--- src/rtl/cpu_pkg.sv ---
// Shared CPU-side definitions: bus arbiter state encoding and the
// read word returned when a memory transfer is abandoned.
package cpu_pkg;

  typedef enum logic [1:0] {
    IDLE    = 2'd0,
    GRANT_P = 2'd1,
    GRANT_D = 2'd2
  } arb_state_t;

  localparam logic [31:0] ERR_DATA_DEFAULT = 32'hDEAD_BEEF;

endpackage

--- src/rtl/bus_arbiter.sv ---
// Two-channel (instruction fetch / data) arbiter in front of a single
// shared memory port. Requests alternate when both channels are pending,
// each grant waits for MEM_ACK and gives up after TIMEOUT granted cycles.
module bus_arbiter
  import cpu_pkg::*;
#(
  parameter int          TIMEOUT  = 16,
  parameter logic [31:0] ERR_DATA = ERR_DATA_DEFAULT
) (
  input  logic        CLK,
  input  logic        reset,
  input  logic [31:0] ADDR_Prog,
  input  logic        CS_P,
  input  logic [31:0] ADDR,
  input  logic [31:0] Data_BUS_WRITE,
  input  logic        CS,
  input  logic        WR_RD,
  output logic [31:0] Prog_BUS_READ,
  output logic [31:0] Data_BUS_READ,
  output logic        P_RDY,
  output logic        D_RDY,
  output logic        BUS_ERR,
  output logic [31:0] MEM_ADDR,
  output logic [31:0] MEM_WDATA,
  output logic        MEM_REQ,
  output logic        MEM_WE,
  input  logic [31:0] MEM_RDATA,
  input  logic        MEM_ACK
);

  localparam int CNT_W = $clog2(TIMEOUT + 1);

  arb_state_t       state, next_state;
  logic             done_p, done_d;
  logic             last_was_d;      // channel granted most recently, 1 = data
  logic [CNT_W-1:0] wait_cnt;

  logic        pend_p, pend_d;
  logic        pick_p, pick_d;
  logic        grant_p, grant_d;
  logic        granted, expired, complete;
  logic [31:0] rd_word;

  // A channel stays blocked after its RDY until the CPU drops CS, so a
  // level request held one cycle too long is not served twice.
  assign pend_p = CS_P && !done_p;
  assign pend_d = CS   && !done_d;

  // Alternate on contention: data wins unless it was the last one served.
  assign pick_d = pend_d && (!pend_p || !last_was_d);
  assign pick_p = pend_p && !pick_d;

  // State register
  // NOTE: sequential state uses non-blocking assignments so every flop
  // samples pre-edge values regardless of block evaluation order.
  always_ff @(posedge CLK or posedge reset) begin
    if (reset) state <= IDLE;
    else       state <= next_state;
  end

  // Next-state logic; a grant always passes back through IDLE
  // NOTE: the default assignment up front keeps this block free of latches.
  always_comb begin
    next_state = state;
    unique case (state)
      IDLE: begin
        if (pick_d)      next_state = GRANT_D;
        else if (pick_p) next_state = GRANT_P;
      end
      GRANT_P, GRANT_D: begin
        if (complete) next_state = IDLE;
      end
      default: next_state = IDLE;
    endcase
  end

  // Output decode: grant strobes, completion and the word to capture
  always_comb begin
    grant_p  = (state == IDLE) && pick_p;
    grant_d  = (state == IDLE) && pick_d;
    granted  = (state == GRANT_P) || (state == GRANT_D);
    expired  = granted && !MEM_ACK && (wait_cnt == CNT_W'(TIMEOUT - 1));
    complete = granted && (MEM_ACK || expired);
    rd_word  = expired ? ERR_DATA : MEM_RDATA;
  end

  // Registered memory port, read registers, completion pulses, wait counter
  always_ff @(posedge CLK or posedge reset) begin
    if (reset) begin
      MEM_REQ       <= 1'b0;
      MEM_WE        <= 1'b0;
      MEM_ADDR      <= '0;
      MEM_WDATA     <= '0;
      Prog_BUS_READ <= '0;
      Data_BUS_READ <= '0;
      P_RDY         <= 1'b0;
      D_RDY         <= 1'b0;
      BUS_ERR       <= 1'b0;
      wait_cnt      <= '0;
      last_was_d    <= 1'b0;
    end else begin
      P_RDY   <= 1'b0;
      D_RDY   <= 1'b0;
      BUS_ERR <= 1'b0;
      if (grant_p) begin
        MEM_REQ    <= 1'b1;
        MEM_WE     <= 1'b0;
        MEM_ADDR   <= ADDR_Prog;
        MEM_WDATA  <= '0;
        wait_cnt   <= '0;
        last_was_d <= 1'b0;
      end else if (grant_d) begin
        MEM_REQ    <= 1'b1;
        MEM_WE     <= WR_RD;
        MEM_ADDR   <= ADDR;
        MEM_WDATA  <= Data_BUS_WRITE;
        wait_cnt   <= '0;
        last_was_d <= 1'b1;
      end else if (granted) begin
        if (!MEM_ACK) wait_cnt <= wait_cnt + 1'b1;
        if (complete) begin
          MEM_REQ <= 1'b0;
          MEM_WE  <= 1'b0;
          BUS_ERR <= expired;
          if (state == GRANT_P) begin
            P_RDY         <= 1'b1;
            Prog_BUS_READ <= rd_word;
          end else begin
            D_RDY <= 1'b1;
            if (!MEM_WE) Data_BUS_READ <= rd_word;
          end
        end
      end
    end
  end

  // Done flags: set on the channel's completion edge, cleared while CS is low
  always_ff @(posedge CLK or posedge reset) begin
    if (reset) begin
      done_p <= 1'b0;
      done_d <= 1'b0;
    end else begin
      if (!CS_P)                               done_p <= 1'b0;
      else if (complete && state == GRANT_P)   done_p <= 1'b1;
      if (!CS)                                 done_d <= 1'b0;
      else if (complete && state == GRANT_D)   done_d <= 1'b1;
    end
  end

endmodule

--- config.mk ---
export PLATFORM = sky130hd
export DESIGN_NAME = bus_arbiter
export DESIGN_NICKNAME = d
export VERILOG_FILES = /design/src/rtl/cpu_pkg.sv /design/src/rtl/bus_arbiter.sv
export SDC_FILE = /design/constraint.sdc
export NUM_CORES = 1
export LEC_CHECK = 0
export ABC_CLOCK_PERIOD_IN_PS = 8100
export BUFFER_PORTS_ARGS = -buffer_cell sky130_fd_sc_hd__buf_2
export CORE_MARGIN = 4
export CORE_UTILIZATION = 52
export CTS_BUF_LIST = sky130_fd_sc_hd__clkbuf_4 sky130_fd_sc_hd__clkbuf_8
export DETAILED_ROUTE_END_ITERATION = 10
export GPL_TIMING_DRIVEN = 0
export PLACE_DENSITY = 0.87
export SYNTH_ARGS = -nofsm -noshare
export SYNTH_HDL_FRONTEND = slang
export SYNTH_SLANG_ARGS = --single-unit
export TNS_END_PERCENT = 20
--- constraint.sdc ---
create_clock -name CLK -period 8.1 [get_ports CLK]
set_input_delay 1.62 -clock CLK [delete_from_list [all_inputs] [get_ports CLK]]
set_output_delay 1.62 -clock CLK [all_outputs]
set_load 0.05 [all_outputs]
======== After elaboration in Yosys (flattened, before gate mapping) ========
Index checks and enable logic that the tools add are counted.
storage, ports and cells
  register bits after elaboration ......... 143
  input port bits ......................... 134
  output and inout bits ................... 133
cells by class
  add/sub/neg operators ................... 1
  equal/unequal tests ..................... 8
  mux-type cells .......................... 39
  bitwise logic cells ..................... 4
  reductions and logical operators ........ 30
operator list
  cell                 count
  $mux 32              5
  $mux 1               26
  $mux 5               4
  $logic_and 1x1->1    11
  $logic_not 1->1      6
  $mux 2               3
  $reduce_and 2->1     3
  $reduce_and 6->1     1
  $reduce_bool 3->1    2
  $add 5x1->5 const B  1
  $eq 5x4->1 const B   1
  $reduce_and 5->1     1
  $ne 2x1->1 const B   2
  $not 1->1            4
  $pmux 2 s2           1
  $logic_or 1x1->1     3
  $ne 3x1->1 const B   1
  $ne 3x3->1 const B   1
  $eq 2x1->1 const B   1
  $eq 2x2->1 const B   1
  $logic_not 2->1      1
  $ne 2x2->1 const B   1
  $reduce_bool 2->1    1
  $reduce_or 2->1      1

======== Logic depth before layout (Yosys ltp) ========
Gate-level depths: netlist of run 1.
  depth after elaboration ................. 10
  depth in mapped cells ................... 8
  mapped depth without buffers ............ 7

======== Worst setup path before layout of run 1 ========
No wires, ideal clock.
  kind .................................... input to register
  start ................................... input CS
  end ..................................... register Data_BUS_READ[20]
  arrival time ............................ 2,705 ps
  data required time ...................... 7,975 ps
  setup slack ............................. 5,270 ps
  stages .................................. 5
  cells stage by stage .................... nor2b_2 > o21a_2 > nor2_4 > buf_4 > mux2_2
between the ends
  cells in the longest elaborated chain, start to end .. 7
  elaborated cells on any way between the ends .. 9
ends and longest elaborated chain
  what                                 RTL line            text
  start, declared                      bus_arbiter.sv:16   input logic CS,
  $logic_and 1x1->1 *                  bus_arbiter.sv:47   assign pend_d = CS && !done_d;
  $logic_and 1x1->1 *                  bus_arbiter.sv:50   assign pick_d = pend_d && (!pend_p || !last_was_d);
  $logic_not 1->1                      bus_arbiter.sv:51   assign pick_p = pend_p && !pick_d;
  $logic_and 1x1->1                    bus_arbiter.sv:51
  $logic_and 1x1->1                    bus_arbiter.sv:79   grant_p = (state == IDLE) && pick_p;
  $not 1->1 (no source line)           --
  $reduce_and 6->1 (no source line) *  --
  end signal, assigned                 bus_arbiter.sv:130  if (!MEM_WE) Data_BUS_READ <= rd_word;
  end, declared                        bus_arbiter.sv:19   output logic [31:0] Data_BUS_READ,
Every way passes the cells marked *; elsewhere a longest branch is shown, timed or not.
A chain may end at the register's enable or synchronous reset.

======== Final worst setup path of run 1 ========
  start ................................... register Data_BUS_READ[2]
  end ..................................... output Data_BUS_READ[2]
No word-level cell between the ends.

==> out/results.tsv, run 1 <==
stage	metric	value	unit
outcome	status	complete, no violations	
route	vias	4728	
final_layout	area_delta_synth_final	32.13	%
hold_path	hold_path.class	flop to flop	
floorplanning	die_w	114.6	um
cts	cts_hold_buf	0	
place	hpwl	12.48	mm
synth	synth-xor-area-share	0.004448	
floorplanning	io_pins	267	
route	wl_per_cell	18.40	um
cts	post_cts_buffers	0	
floorplanning	dieArea	0.01313	mm^2
setup_path	cp_max_fo	2	
route	dr.first_iter.drc_count	337	
cts	cts_sinks	143	
hold_path	holdCritStartpoint	MEM_ADDR[31]	
timing	max_freq	363.1	MHz
setup_path	end_kind	output port	
setup_path	cpPeakStageDelay	400	ps
setup_path	crit_required	6480	ps
final_layout	drive_above_1_share	0.4833	
timing	tightest_slew	649.4	ps
final_layout	num_antenna_cells	0	
setup_path	r2r_slack	5870	ps
setup_path	crit_type	flop to output port	
run	max-cap-violations	0	
hold_path	hold_end	MEM_ADDR[31]	
grt	grt_use_total	0.2535	
grt	first_global_vias	5086	
floorplanning	dieHeight	114.6	um
floorplanning	start_util	0.5378	
timing	finClkSkew	10.17	ps
timing	maxSlewHeadroom	0.5670	
final_layout	final_util	0.7106	
synth	yosys_warnings	0	
place	port_buffers	266	
setup_path	critical_path.startpoint	Data_BUS_READ[2]	
synth	synth-simple-area-share	0.1038	
cts	cts_tree	built	
floorplanning	coreArea	0.01098	mm^2
route	drt-pass1-iter-count	5	
timing	min_period_over_period	0.3400	
synth	synth.mux.area_fraction	0.1421	
cts	cts_buffers	17	
setup_path	arrival	1130	ps
synth	synth_top_family_by_area	multiplexers	
setup_path	cp_slowest_cell	dfrtp_1	
timing	setup_viol	0	
cts	htree_levels	4	
setup_path	r2r-end	Data_BUS_READ[17]	
final_layout	fin_nets	878	
timing	grt_setup_unrepaired	no	
floorplanning	rows	38	
setup_path	crit_family	flip-flops	
timing	hold_violations	0	
synth	synth_area_leaders	dfrtp_1, mux2_4, a22o_1, nand2_1, mux2_1	
cts	cts_resized	0	
place	routabilityCongestion	0.8385	
setup_path	cp-start-kind	flop	
hold_path	min_path_cells	2	
route	routed_wirelength	16.36	mm
setup_path	r2r_start	wait_cnt[0]	
cts	clock_path_buffers	2	
cts	path_clk_slew	80	ps
route	avgViaCountPerCell	5.318	
synth	synth_top_area_frac	0.6058	
timing	maxSlewViolCount	0	
synth	synthAdderAreaFrac	0.01059	
synth	yosysSeqAreaShare	0.6058	
grt	grt_pass1_wl	25.67	mm
grt	grt_max_degree	76	
synth	syn_area	0.005907	mm^2
synth	synth_fp_nets	592	
synth	synth.ff_latch_count	143	
setup_path	path_buf_inv	1	
timing	min_period	2754	ps
synth	yosysTopAreaCell	dfrtp_1	
grt	grt_overflow_total	0	
synth	syn_area_per_cell	13.04	um^2
setup_path	rr_worst_depth	8	
timing	finalSetupTns	0	ps
synth	yosysUniqueCellTypes	38	
route	ant_nets	0	
grt	antenna_found_initial	0	
synth	synth_compound_area_frac	0.1029	
cts	clk_latency	450	ps
cts	root_buffer	clkbuf_8	
route	drc_errors	0	
synth	syn_inst	453	
setup_path	worstPathCellList	buf_2	
==> stage by stage <==
step                      cell area, um^2  hold WS [ps]  cells  setup slack [ps]
after floorplan                      5907         488.0    453              2642
after global placement               7413         445.4    859              1417
after detailed placement             7446         451.0    860              4928
after CTS                            7805         467.8    889              5297
after global routing                 7805         488.6    889              5291
final                                7805         466.9    889              5346
==> placed cells by master, fill, tap and decap left out, drive strengths merged, types with 2 or more instances in the layout <==
cell type,Yosys,final
buf,21,288
dfrtp,143,143
nand2,69,69
mux2,64,64
a22o,32,32
a22oi,32,32
clkbuf,7,29
nand2b,25,25
and2,8,8
nor2,8,8
nor2b,6,6
a21oi,5,5
ha,5,5
clkinv,0,5
inv,5,5
o21ai,5,5
and3,3,3
nand3b,2,2
nand3,2,2
xor2,2,2
o21a,2,2
==> metal layers <==
layer	track usage	routed length (um)	vias up
met3	0.07558	1473	42
met1	0.2932	6132	2288
li1	-	-	2143
met5	0	0	-
met4	0.1227	561	0
met2	0.4296	8194	255
==> logic make-up after synthesis <==
group	count (synthesis)
fa+ha+maj	5
flops	143
compound gates	78
xor+xnor	3
buf+inv	33
mux	65
simple gates	126
==> cells in the mapped netlist <==
cell	count
mux2_4	29
nand2b_1	25
nand3b_1	2
clkbuf_1	7
a22oi_1	32
o21a_2	1
buf_4	3
and3_1	3
buf_6	4
xor2_1	2
nor2b_2	1
buf_1	3
a22o_1	32
mux2i_1	1
inv_1	5
o21ai_0	2
mux2_1	22
nand2_1	69
a211oi_1	1
nand3_1	2
ha_1	5
a21oi_1	5
and2_1	8
xnor2_1	1
nand4_1	1
nor2_1	7
o21a_1	1
dfrtp_1	143
buf_2	11
nor3_1	1
nor2_4	1
nor2b_4	1
nor3b_1	1
nor2b_1	4
mux2_2	13
a32o_1	1
o21ai_1	2
o21ai_2	1
==> worst max path at each step <==
stage | endpoint | slack (ps) | cells past startpoint
after floorplan | BUS_ERR | 2640 | 1
after global placement | MEM_WDATA[1] | 1420 | 2
after detailed placement | MEM_ADDR[7] | 4930 | 6
after CTS | Data_BUS_READ[2] | 5300 | 1
after global routing | Data_BUS_READ[2] | 5290 | 1
final | Data_BUS_READ[2] | 5350 | 1
==> registers in the layout (all words and copies together) (netlist names) <==
signal / cells
done_d: 1
BUS_ERR: 1
Data_BUS_READ: 32
MEM_ADDR: 32
wait_cnt: 5
D_RDY: 1
state: 2
MEM_WDATA: 32
MEM_REQ: 1
P_RDY: 1
last_was_d: 1
done_p: 1
Prog_BUS_READ: 32
MEM_WE: 1
==> area by class of cell <==
class | count | area, um^2
Fill cell | 770 | 3178
Clock buffer | 22 | 296.5
Tap cell | 140 | 175.2
Buffer | 28 | 160.2
Inverter | 5 | 23.77
Clock inverter | 7 | 62.56
Timing Repair Buffer | 267 | 1359
Multi-Input combinational cell | 277 | 2150
Sequential cell | 143 | 3578
Power of run 1 is left out: the tool's default activity adds up to more than one toggle a clock period on the data nets, which glitch-free logic cannot reach.
==> run 2: changes to the inputs <==
ABC_CLOCK_PERIOD_IN_PS = 2700   (was 8100)
CORE_UTILIZATION = 49   (was 52)
PLACE_DENSITY = 0.83   (was 0.87)
clock period = 2.7 ns   (was 8.1 ns; I/O delays follow)
==> out/results.tsv, run 2 (synthesized netlist as in run 1, its figures left out) <==
stage	metric	value	unit
route	drt-pass1-iter-count	4	
timing	max_freq	447.4	MHz
setup_path	rr_worst_depth	8	
floorplanning	dieHeight	117.8	um
timing	hold_violations	0	
cts	cts_tree	built	
timing	finClkSkew	11.71	ps
grt	met1_usage	0.2707	
cts	path_clk_slew	80	ps
route	routed_wirelength	15.95	mm
grt	grt_overflow_total	0	
route	ant_nets	0	
grt	antenna_found_initial	0	
cts	root_buffer	clkbuf_8	
grt	first_global_vias	5050	
route	avgViaCountPerCell	5.317	
floorplanning	rows	39	
floorplanning	die_w	117.8	um
setup_path	cpPeakStageDelay	400	ps
cts	clock_path_buffers	2	
setup_path	r2r_start	wait_cnt[0]	
timing	maxSlewViolCount	0	
cts	cts_hold_buf	0	
final_layout	multi_input_area	0.002150	mm^2
setup_path	crit_required	3020	ps
grt	grt_use_total	0.2338	
setup_path	end_kind	flop	
final_layout	final_common_cell	buf_2	
floorplanning	dieArea	0.01388	mm^2
setup_path	cp-start-kind	flop	
setup_path	cp_slowest_cell	dfrtp_1	
floorplanning	coreArea	0.01161	mm^2
setup_path	crit_type	flop to flop	
final_layout	nFillCells	840	
route	vias	4764	
timing	min_period_over_period	0.8278	
final_layout	stdcell_area	0.007848	mm^2
place	dpl_worst_slack	477.4	ps
setup_path	crit_family	simple AND/OR/NAND/NOR gates	
final_layout	seqCellArea	0.003578	mm^2
setup_path	arrival	2560	ps
final_layout	final_cell_mix	buf_2, dfrtp_1, nand2_1	
place	routabilityCongestion	0.8328	
final_layout	drive_above_1_share	0.4861	
route	wl_per_cell	17.80	um
grt	grt_pass1_wl	25.73	mm
setup_path	r2r_slack	460	ps
timing	finalSetupTns	0	ps
place	port_buffers	266	
final_layout	final_util	0.6757	
floorplanning	io_pins	267	
route	drc_errors	0	
cts	post_cts_buffers	0	
setup_path	r2r-end	Data_BUS_READ[6]	
setup_path	path_buf_inv	1	
timing	setup_viol	0	
final_layout	area_delta_synth_final	32.85	%
setup_path	cp_max_fo	10	
cts	cts_sinks	143	
final_layout	num_antenna_cells	0	
cts	clk_latency	450	ps
run	max-cap-violations	0	
route	dr.first_iter.drc_count	358	
cts	cts_buffers	17	
setup_path	cp_common_cell	ha_1	
grt	grt_max_degree	45	
outcome	status	complete, no violations	
cts	cts_resized	0	
hold_path	hold_path.class	input pin to asynchronous set/reset pin	
final_layout	fin_nets	880	
timing	fin_ws	464.9	ps
floorplanning	start_util	0.5086	
place	hpwl	12.31	mm
timing	tightest_slew	698.1	ps
timing	maxSlewHeadroom	0.5336	
cts	htree_levels	4	
grt	use_met3	0.08457	
setup_path	worstPathCellList	ha_1, and3_1, ha_1, o21a_1, nand3_1, nor2_4, buf_4, mux2_2	
timing	min_period	2235	ps
timing	grt_setup_unrepaired	no	
place	placed_cell_area	0.007481	mm^2
grt	met2_usage	0.3931	
grt	grt-busiest-layer	met2	
-- run 2: per-layer routing --
layer | wire [um] | vias to the layer above
li1 | - | 2155
met1 | 6124 | 2310
met2 | 7890 | 251
met3 | 1420 | 48
met4 | 513 | 0
met5 | 0 | -
-- run 2: cell type report --
class                   count  share of cell area
inverters                   5            0.002870
plain buffers              28             0.02041
clock buffers              25             0.03906
flip-flops and latches    143              0.4560
clock inverters             6            0.007653
repair buffers            269              0.1773
well taps                 143             0.02280
multi-input cells         277              0.2739
-- run 2: worst max-delay path by stage --
stage	start	end	slack, ps	depth (start not counted)
6_report	wait_cnt[0]	Data_BUS_READ[6]	460	8
5_1_grt	wait_cnt[0]	Data_BUS_READ[7]	330	8
4_1_cts	wait_cnt[0]	Data_BUS_READ[6]	450	8
3_5_place_dp	wait_cnt[0]	Data_BUS_READ[6]	480	8
3_3_place_gp	reset	MEM_WDATA[1]	-370	2
2_1_floorplan	reset	BUS_ERR	370	1
-- run 2: metrics by stage --
step                hold slack, ps  std cells
floorplan                    488.0        453
global placement             447.6        862
detailed placement           451.8        865
CTS                          178.0        896
global route                 216.8        896
finish                       186.4        896
Power of run 2 is left out for the same reason.
==> run 3: changes to the inputs <==
ABC_CLOCK_PERIOD_IN_PS = 2000   (was 2700)
CORE_UTILIZATION = 44   (was 49)
PLACE_DENSITY = 0.79   (was 0.83)
clock period = 2 ns   (was 2.7 ns; I/O delays follow)
==> out/results.tsv, run 3 (synthesized netlist as in run 1, its figures left out) <==
stage	metric	value	unit
timing	min_period_over_period	1.052	
cts	htree_levels	4	
outcome	violations	negative setup slack	
floorplanning	dieHeight	123.9	um
outcome	status	finished, violations left	
cts	cts_buffers	17	
place	hpwl	12.26	mm
setup_path	r2r_slack	-100	ps
route	vias	4860	
timing	fin_ws	-104.0	ps
route	avgViaCountPerCell	5.127	
cts	root_buffer	clkbuf_8	
setup_path	end_kind	flop	
grt	antenna_found_initial	1	
grt	grt_pass1_wl	25.73	mm
setup_path	crit_required	2340	ps
floorplanning	rows	42	
cts	clock_path_buffers	2	
route	wl_per_cell	17.98	um
timing	finalSetupTns	-3959	ps
final_layout	final_common_cell	buf_2	
setup_path	crit_family	simple AND/OR/NAND/NOR gates	
timing	min_period	2104	ps
floorplanning	start_util	0.4478	
grt	grt_max_degree	44	
setup_path	path_buf_inv	2	
grt	grt_overflow_total	0	
cts	cts_sinks	143	
grt	first_global_vias	5096	
final_layout	drive_above_1_share	0.5337	
final_layout	fin_nets	898	
setup_path	cp_common_cell	and3_4	
route	drc_errors	0	
grt	grt_use_total	0.2199	
hold_path	hold_path.class	input pin to flop	
setup_path	cpPeakStageDelay	380	ps
floorplanning	dieArea	0.01534	mm^2
timing	maxSlewHeadroom	0.6876	
power_and_ir_drop	p_leak	4.501	nW
timing	hold_violations	0	
route	ant_nets	0	
setup_path	arrival	2440	ps
cts	cts_tree	built	
cts	clk_latency	450	ps
route	routed_wirelength	17.05	mm
timing	tightest_slew	468.6	ps
setup_path	crit_type	flop to flop	
final_layout	area_delta_synth_final	42.83	%
timing	grt_setup_unrepaired	yes	
setup_path	worstPathCellList	ha_2, and3_4, ha_4, o21a_1, buf_6, and3_4, buf_12, mux2_4	
power_and_ir_drop	ir_worst_vdd	1248	uV
floorplanning	coreArea	0.01319	mm^2
cts	path_clk_slew	90	ps
route	drt-pass1-iter-count	4	
timing	max_freq	475.3	MHz
final_layout	final_cell_mix	buf_2, dfrtp_1, nand2_1	
setup_path	cp_max_fo	10	
timing	maxSlewViolCount	0	
route	dr.first_iter.drc_count	220	
floorplanning	io_pins	267	
power_and_ir_drop	design_power_total	17.01	mW
timing	setup_viol	53	
final_layout	nFillCells	1022	
place	routabilityCongestion	0.8139	
timing	finClkSkew	13.70	ps
final_layout	num_antenna_cells	0	
setup_path	cp-start-kind	flop	
floorplanning	die_w	123.9	um
place	port_buffers	266	
power_and_ir_drop	power_density	2016	mW/mm^2
setup_path	cp_slowest_cell	dfrtp_1	
run	max-cap-violations	0	
==> run 3: changes by cell type in the layout (fill, tap and decap cells not counted), sizes merged <==
cell         delta
bufinv          +1
clkbuf          -2
buf            +17
dlygate4sd3     +1
clkinv          +2
==> run 3: worst reg2reg max path, stage by stage, from the launching register on <==
cell	delay, ps
dfrtp_1	380
ha_2	190
and3_4	200
ha_4	140
o21a_1	160
buf_6	110
and3_4	300
buf_12	190
mux2_4	320
==> run 3: layout make-up <==
type | count | area [um^2] | share of cell area
Timing Repair Buffer | 288 | 1673 | 0.1983
Tap cell | 176 | 220.2 | 0.02610
Multi-Input combinational cell | 277 | 2318 | 0.2748
Sequential cell | 143 | 3578 | 0.4241
Clock inverter | 9 | 107.6 | 0.01275
Buffer | 27 | 212.7 | 0.02521
Inverter | 5 | 22.52 | 0.002669
Clock buffer | 23 | 304.0 | 0.03604
==> run 3: power by group <==
group | leakage (nW) | internal [mW] | switching [mW]
clock | 0.209 | 1.27 | 1.09
combinational | 2.49 | 2.84 | 6.75
sequential | 1.80 | 4.25 | 0.826
total | 4.50 | 8.35 | 8.66
==> run 3: metal layers <==
layer	wire, um	track usage
met5	13	0
met4	212	0.07751
met3	1502	0.07130
met2	8555	0.3741
met1	6761	0.2618
==> run 3: timing repair <==
action / in CTS / in global routing
hold endpoints to repair: 29 / 0
pin swaps: 5 / 1
hold buffers: 1 / 0
setup buffers: 11 / 2
gates resized for setup: 59 / 9
gates cloned: 4 / 0
setup endpoints to repair: 92 / 81
==> run 3: path summary, 6_finish.rpt <==
kind,cells past startpoint,start,end
min in group asynchronous,4,reset,MEM_WDATA[20]
worst max register to register,8,wait_cnt[1],Prog_BUS_READ[19]
worst max-delay path,8,wait_cnt[1],Prog_BUS_READ[19]
max in group asynchronous,6,reset,BUS_ERR
worst min register to register,2,MEM_ADDR[6],MEM_ADDR[6]
worst min-delay path,2,Data_BUS_WRITE[17],MEM_WDATA[17]
==> run 3: through the flow <==
step	hold slack [ps]	worst slack, ps	std cells	area (um^2)	utilization
after floorplan	488.0	-191.1	453	5911	-
after global placement	447.5	-979.2	895	7462	0.5657
after detailed placement	451.4	-214.9	899	7542	0.5718
after CTS	130.9	-72.36	946	8379	0.6353
after global routing	135.8	-136.0	948	8437	0.6396
final	168.4	-104.0	948	8437	0.6396
(Power assumes the default switching activity.)
